## config.mk

```make
export PLATFORM = sky130hd
export DESIGN_NAME = instr_fetch_queue_flat
export DESIGN_NICKNAME = d
export VERILOG_FILES = /design/src/rtl/instr_fetch_queue_if.sv /design/src/rtl/instr_fetch_queue.sv /design/src/flat_wrapper.sv
export SDC_FILE = /design/constraint.sdc
export NUM_CORES = 1
export LEC_CHECK = 0
export CORE_UTILIZATION = 38
export CTS_CLUSTER_DIAMETER = 80
export CTS_CLUSTER_SIZE = 30
export DETAILED_ROUTE_END_ITERATION = 16
export PLACE_DENSITY = 0.64
export SETUP_SLACK_MARGIN = 0.3
export SKIP_LAST_GASP = 1
export SLEW_MARGIN = 25
export SYNTH_ARGS = -nofsm -noshare
export SYNTH_HDL_FRONTEND = slang
export SYNTH_SLANG_ARGS = --single-unit
```

## constraint.sdc

```tcl
create_clock -name clk -period 4.2 [get_ports clk]
set_clock_uncertainty 0.15 [all_clocks]
set_input_delay 0.42 -clock clk [delete_from_list [all_inputs] [get_ports clk]]
set_output_delay 0.42 -clock clk [all_outputs]
set_load 0.05 [all_outputs]
```

## src/rtl/instr_fetch_queue_if.sv

```systemverilog
// instr_fetch_queue_if
//   Groups the byte-in and instruction-out handshakes of the fetch queue,
//   together with its flush control and status flags.
//   master : the surrounding system (byte source, core, flush control)
//   slave  : the queue itself
// Signals:
//   byte_valid/byte_data/byte_ready  byte stream in (low byte first)
//   flush                            synchronous discard of queued data
//   inst_valid/inst_data/inst_ready  16-bit instruction out to the core
//   level                            complete instructions held
//   half_pending                     low byte held, waiting for high byte
//   err_overflow                     sticky: byte offered while not ready
interface instr_fetch_queue_if;
  logic        byte_valid;
  logic [7:0]  byte_data;
  logic        byte_ready;
  logic        flush;
  logic        inst_valid;
  logic [15:0] inst_data;
  logic        inst_ready;
  logic [3:0]  level;
  logic        half_pending;
  logic        err_overflow;

  modport master (
    output byte_valid, byte_data, flush, inst_ready,
    input  byte_ready, inst_valid, inst_data, level, half_pending, err_overflow
  );

  modport slave (
    input  byte_valid, byte_data, flush, inst_ready,
    output byte_ready, inst_valid, inst_data, level, half_pending, err_overflow
  );
endinterface

```

## src/rtl/instr_fetch_queue.sv

```systemverilog
// instr_fetch_queue
//   Assembles a byte stream into 16-bit instructions (first byte is the low
//   half) and queues them in a DEPTH-entry FIFO for the core.
// Ports:
//   clk  - single clock, rising edge
//   rst  - asynchronous, active-high reset; clears all state and storage
//   bus  - instr_fetch_queue_if.slave (byte in, instruction out, flush, status)
// Parameters:
//   DEPTH - FIFO depth in instructions, power of two, 2..8
module instr_fetch_queue #(
  parameter int DEPTH = 4
) (
  input logic                 clk,
  input logic                 rst,
  instr_fetch_queue_if.slave  bus
);

  localparam int AW = $clog2(DEPTH);

  logic [15:0]   mem [DEPTH];
  logic [AW-1:0] rd_ptr;
  logic [AW-1:0] wr_ptr;
  logic [3:0]    level_q;
  logic          half_q;
  logic [7:0]    low_q;
  logic          err_q;

  logic byte_ready_w;
  logic accept;
  logic push;
  logic pop;

  // Only a completing (high) byte needs a free slot, so a low byte is still
  // accepted while full. Depends on registered state only, so a pop at full
  // frees the slot for the byte side one cycle later.
  assign byte_ready_w = !(half_q && (level_q == 4'(DEPTH)));
  assign accept       = bus.byte_valid && byte_ready_w;
  assign push         = accept && half_q;
  assign pop          = (level_q != 4'd0) && bus.inst_ready;

  assign bus.byte_ready   = byte_ready_w;
  assign bus.inst_valid   = (level_q != 4'd0);
  assign bus.inst_data    = mem[rd_ptr];
  assign bus.level        = level_q;
  assign bus.half_pending = half_q;
  assign bus.err_overflow = err_q;

  always_ff @(posedge clk or posedge rst) begin
    if (rst) begin
      rd_ptr  <= '0;
      wr_ptr  <= '0;
      level_q <= '0;
      half_q  <= 1'b0;
      low_q   <= '0;
      err_q   <= 1'b0;
      for (int i = 0; i < DEPTH; i++) mem[i] <= '0;
    end else if (bus.flush) begin
      // storage and low_q are left as-is; pointers and flags make them dead
      rd_ptr  <= '0;
      wr_ptr  <= '0;
      level_q <= '0;
      half_q  <= 1'b0;
      err_q   <= 1'b0;
    end else begin
      if (bus.byte_valid && !byte_ready_w) err_q <= 1'b1;

      if (accept) begin
        if (half_q) begin
          mem[wr_ptr] <= {bus.byte_data, low_q};
          wr_ptr      <= wr_ptr + AW'(1);
          half_q      <= 1'b0;
        end else begin
          low_q  <= bus.byte_data;
          half_q <= 1'b1;
        end
      end

      if (pop) rd_ptr <= rd_ptr + AW'(1);

      case ({push, pop})
        2'b10:   level_q <= level_q + 4'd1;
        2'b01:   level_q <= level_q - 4'd1;
        default: level_q <= level_q;
      endcase
    end
  end

endmodule

```

## src/flat_wrapper.sv

```systemverilog
// flat-port wrapper written by rule: the top's interface ports become plain ports
module instr_fetch_queue_flat 
#(
  parameter int DEPTH = 4
)
  (clk, rst, bus_byte_valid, bus_byte_data, bus_flush, bus_inst_ready, bus_byte_ready, bus_inst_valid, bus_inst_data, bus_level, bus_half_pending, bus_err_overflow);
  instr_fetch_queue_if bus_i ();
  input logic clk;
  input logic rst;
  input wire logic [$bits(bus_i.byte_valid)-1:0] bus_byte_valid;
  input wire logic [$bits(bus_i.byte_data)-1:0] bus_byte_data;
  input wire logic [$bits(bus_i.flush)-1:0] bus_flush;
  input wire logic [$bits(bus_i.inst_ready)-1:0] bus_inst_ready;
  output wire logic [$bits(bus_i.byte_ready)-1:0] bus_byte_ready;
  output wire logic [$bits(bus_i.inst_valid)-1:0] bus_inst_valid;
  output wire logic [$bits(bus_i.inst_data)-1:0] bus_inst_data;
  output wire logic [$bits(bus_i.level)-1:0] bus_level;
  output wire logic [$bits(bus_i.half_pending)-1:0] bus_half_pending;
  output wire logic [$bits(bus_i.err_overflow)-1:0] bus_err_overflow;
  assign bus_i.byte_valid = bus_byte_valid;
  assign bus_i.byte_data = bus_byte_data;
  assign bus_i.flush = bus_flush;
  assign bus_i.inst_ready = bus_inst_ready;
  assign bus_byte_ready = bus_i.byte_ready;
  assign bus_inst_valid = bus_i.inst_valid;
  assign bus_inst_data = bus_i.inst_data;
  assign bus_level = bus_i.level;
  assign bus_half_pending = bus_i.half_pending;
  assign bus_err_overflow = bus_i.err_overflow;
  instr_fetch_queue #(.DEPTH(DEPTH)) u_core (.clk(clk), .rst(rst), .bus(bus_i));
endmodule
```

==> flow_summary.yaml <==
synth:
  synth.ff_latch_count: 82
  yosysTopAreaCell: "dfrtp_1"
  ys_top_cells_by_area: "dfrtp_1 (52%), mux2_4 (15%), mux2_2 (9.2%)"
  syn-cell-area_um2: 3920
  synth_top_area_frac: 0.5235
  synth_cells: 239
  avgSynthCellArea_um2: 16.40
  yosysWarnings: 0
  synth_cell_types: 29
  yosysSeqAreaShare: 0.5235
  syn_nets: 258
placement:
  place.gp.congestion: 0.6784
  port_buffers: 36
  hpwl_mm: 4.529
final_layout:
  syn2layout_area_growth_pct: 16.05
  multi_input_area_um2: 1693
  fin_nets: 297
  layout-drive-gt1-share: 0.4028
  layout_commonest_cell: "dfrtp_1"
  seqCellArea_um2: 2052
  layout_common_cells: "dfrtp_1 (82), mux2_4 (40), clkdlybuf4s50_1 (36)"
  diodes: 0
  fillers: 866
sta:
  timing.slew.headroom: 0.3782
  max_clock_freq_mhz: 300.6
  hold_slack_ns: 0.3279
  min_period_ns: 3.326
  setup_viol: 0
  finalCritPeriodShare: 0.7920
  rsz0062_at_grt: "false"
  hold_violations: 0
  drv_slew: 0
  tightest_slew_ns: 0.9286
  setup_tns_ns: 0
setup_path:
  crit_arrival_ns: 2.76
  critical_path_buf_inv_count: 2
  path_cells: "buf_4 -> mux4_2 -> clkdlybuf4s50_1"
  crit_family: "buffers and inverters"
  cp.depth: 3
  required_ns: 3.63
  critPathMaxFanout: 14
  ff2ff_path_depth: 7
  crit_path_start_kind: "flip-flop"
  r2r_setup_slack_ns: 1.75
  worstReg2RegEnd: "u_core.bus.level[3]$_DFFE_PP0P_"
  rr_startpoint: "u_core.bus.level[0]$_DFFE_PP0P_"
  crit_type: "flip-flop to output port"
  cpPeakStageDelay_ns: 0.93
  cp-end-kind: "output port"
  cpMaxStageDelayCell: "dfrtp_1"
clock_network:
  cts_setup_buffers: 0
  clk_pin_slew_ns: 0.08
  holdBufCountCts: 0
  root_buffer: "clkbuf_8"
  htree_num_levels: 3
  ctsResizeCount: 0
  cts_tree: "built"
  cts_made_buffers: 9
  clockBufferDepth: 2
  clock-sinks: 82
  insertion_delay_ns: 0.35
route:
  wirelength_mm: 7.014
  drt-wirelength-per-cell_um: 16.86
  drc: 0
  viasPerCell: 4.964
  firstDrtPassIters: 4
  final_antenna_net_count: 0
  drt_iter0_drc: 91
  vias: 2065
global_routing:
  antenna_found_initial: 0
  grt_overflow_total: 0
  grt_max_degree: 43
  grt_pass1_wl_mm: 12.23
  first_global_vias: 2256
  grt_usage: 0.1482
floorplan:
  initial_core_util: 0.3974
  fp.dieArea_um2: 10730
  num_rows: 36
  core_um2: 9864
  die_h_um: 103.6
  ios: 37
  die_width_um: 103.6
power:
  powerDensity_nw_per_um2: 636.1
  vdd_ir_drop_max_mv: 0.3179
  p_leak_nw: 2.016
job:
  cap_violations: 0
hold_path:
  hp-class: "primary input to async pin"
run_status:
  status: "complete, no violations"
## state kept, by name, summed over array words and instances, names as in the netlist
name	cells
u_core.bus.half_pending	1
u_core.bus.level	4
u_core.bus.err_overflow	1
u_core.low_q	8
u_core.wr_ptr	2
u_core.rd_ptr	2
u_core.mem	64
## power breakdown
group / internal, mW / switching (mW) / total [mW]
logic: 0.544 / 0.634 / 1.18
registers: 0.949 / 0.148 / 1.10
clock network: 0.353 / 0.265 / 0.618
total: 1.85 / 1.05 / 2.89
## cells in the mapped netlist
master	count
nor3b_2	1
or4_2	1
xor2_1	4
mux2i_1	2
a21oi_1	2
mux4_2	16
a32oi_1	1
a31oi_1	1
o21ai_0	2
nand2_1	5
nor2_2	1
mux2_2	32
mux2_4	40
nor3_1	2
clkbuf_1	3
xnor2_1	3
nand3_1	2
nor3_2	1
o21a_1	1
nor2_1	9
o41a_2	1
ha_1	6
inv_1	5
buf_12	4
and2_1	4
buf_6	5
nor4b_4	1
dfrtp_1	82
buf_2	2
## cell families after synthesis
kind of cell    Yosys count  share of synthesized area
xor+xnor                  7                    0.01564
simple gates             27                    0.04054
compound gates            8                    0.01405
mux                      90                     0.3422
flops                    82                     0.5235
fa+ha+maj                 6                    0.01915
buf+inv                  19                    0.04500
## worst reg2reg max path: stages, from the launching register on
cell and delay [ns]:
dfrtp_1 0.50, o41a_2 0.58, o21a_1 0.18, ha_1 0.34, o21ai_0 0.09, a32oi_1 0.24
xor2_1 0.19, nor2_1 0.05
## per-layer routing
layer / GRT usage / wire [um]
met2: 0.2220 / 3293
met4: 0.04969 / 98
met5: 0 / 0
met1: 0.2080 / 3417
met3: 0.04028 / 205
## through the flow
step           std cells  setup WS [ns]    util  total power [mW]  area [um2]
6_report             416         0.8737  0.4612             2.894        4549
5_1_grt              416         0.7064  0.4612             3.056        4549
4_1_cts              416         0.8098  0.4611             2.931        4548
3_5_place_dp         400          1.151  0.4395             2.303        4335
3_3_place_gp         400          1.195  0.4395             2.287        4335
2_1_floorplan        239          1.522       -             1.968        3920
## cell type report
type / instances / share of cell area
Clock buffer: 14 / 0.03355
Clock inverter: 2 / 0.01320
Inverter: 5 / 0.004400
Multi-Input combinational cell: 138 / 0.3721
Sequential cell: 82 / 0.4510
Tap cell: 133 / 0.03658
Timing Repair Buffer: 42 / 0.08911
## worst max-delay path by stage
stage,from,end,slack (ns)
after floorplan,rst,u_core.bus.err_overflow$_DFFE_PP0P_,1.52
after CTS,u_core.rd_ptr[0]$_DFFE_PP0P_,bus_inst_data[15],0.81
after global placement,u_core.rd_ptr[0]$_DFFE_PP0P_,bus_inst_data[7],1.20
after global routing,u_core.rd_ptr[0]$_DFFE_PP0P_,bus_inst_data[15],0.71
after detailed placement,bus_flush,u_core.mem[59]$_DFFE_PP0P_,1.15
final,u_core.rd_ptr[0]$_DFFE_PP0P_,bus_inst_data[6],0.87
Note: power is estimated with default switching activity, not from simulation.
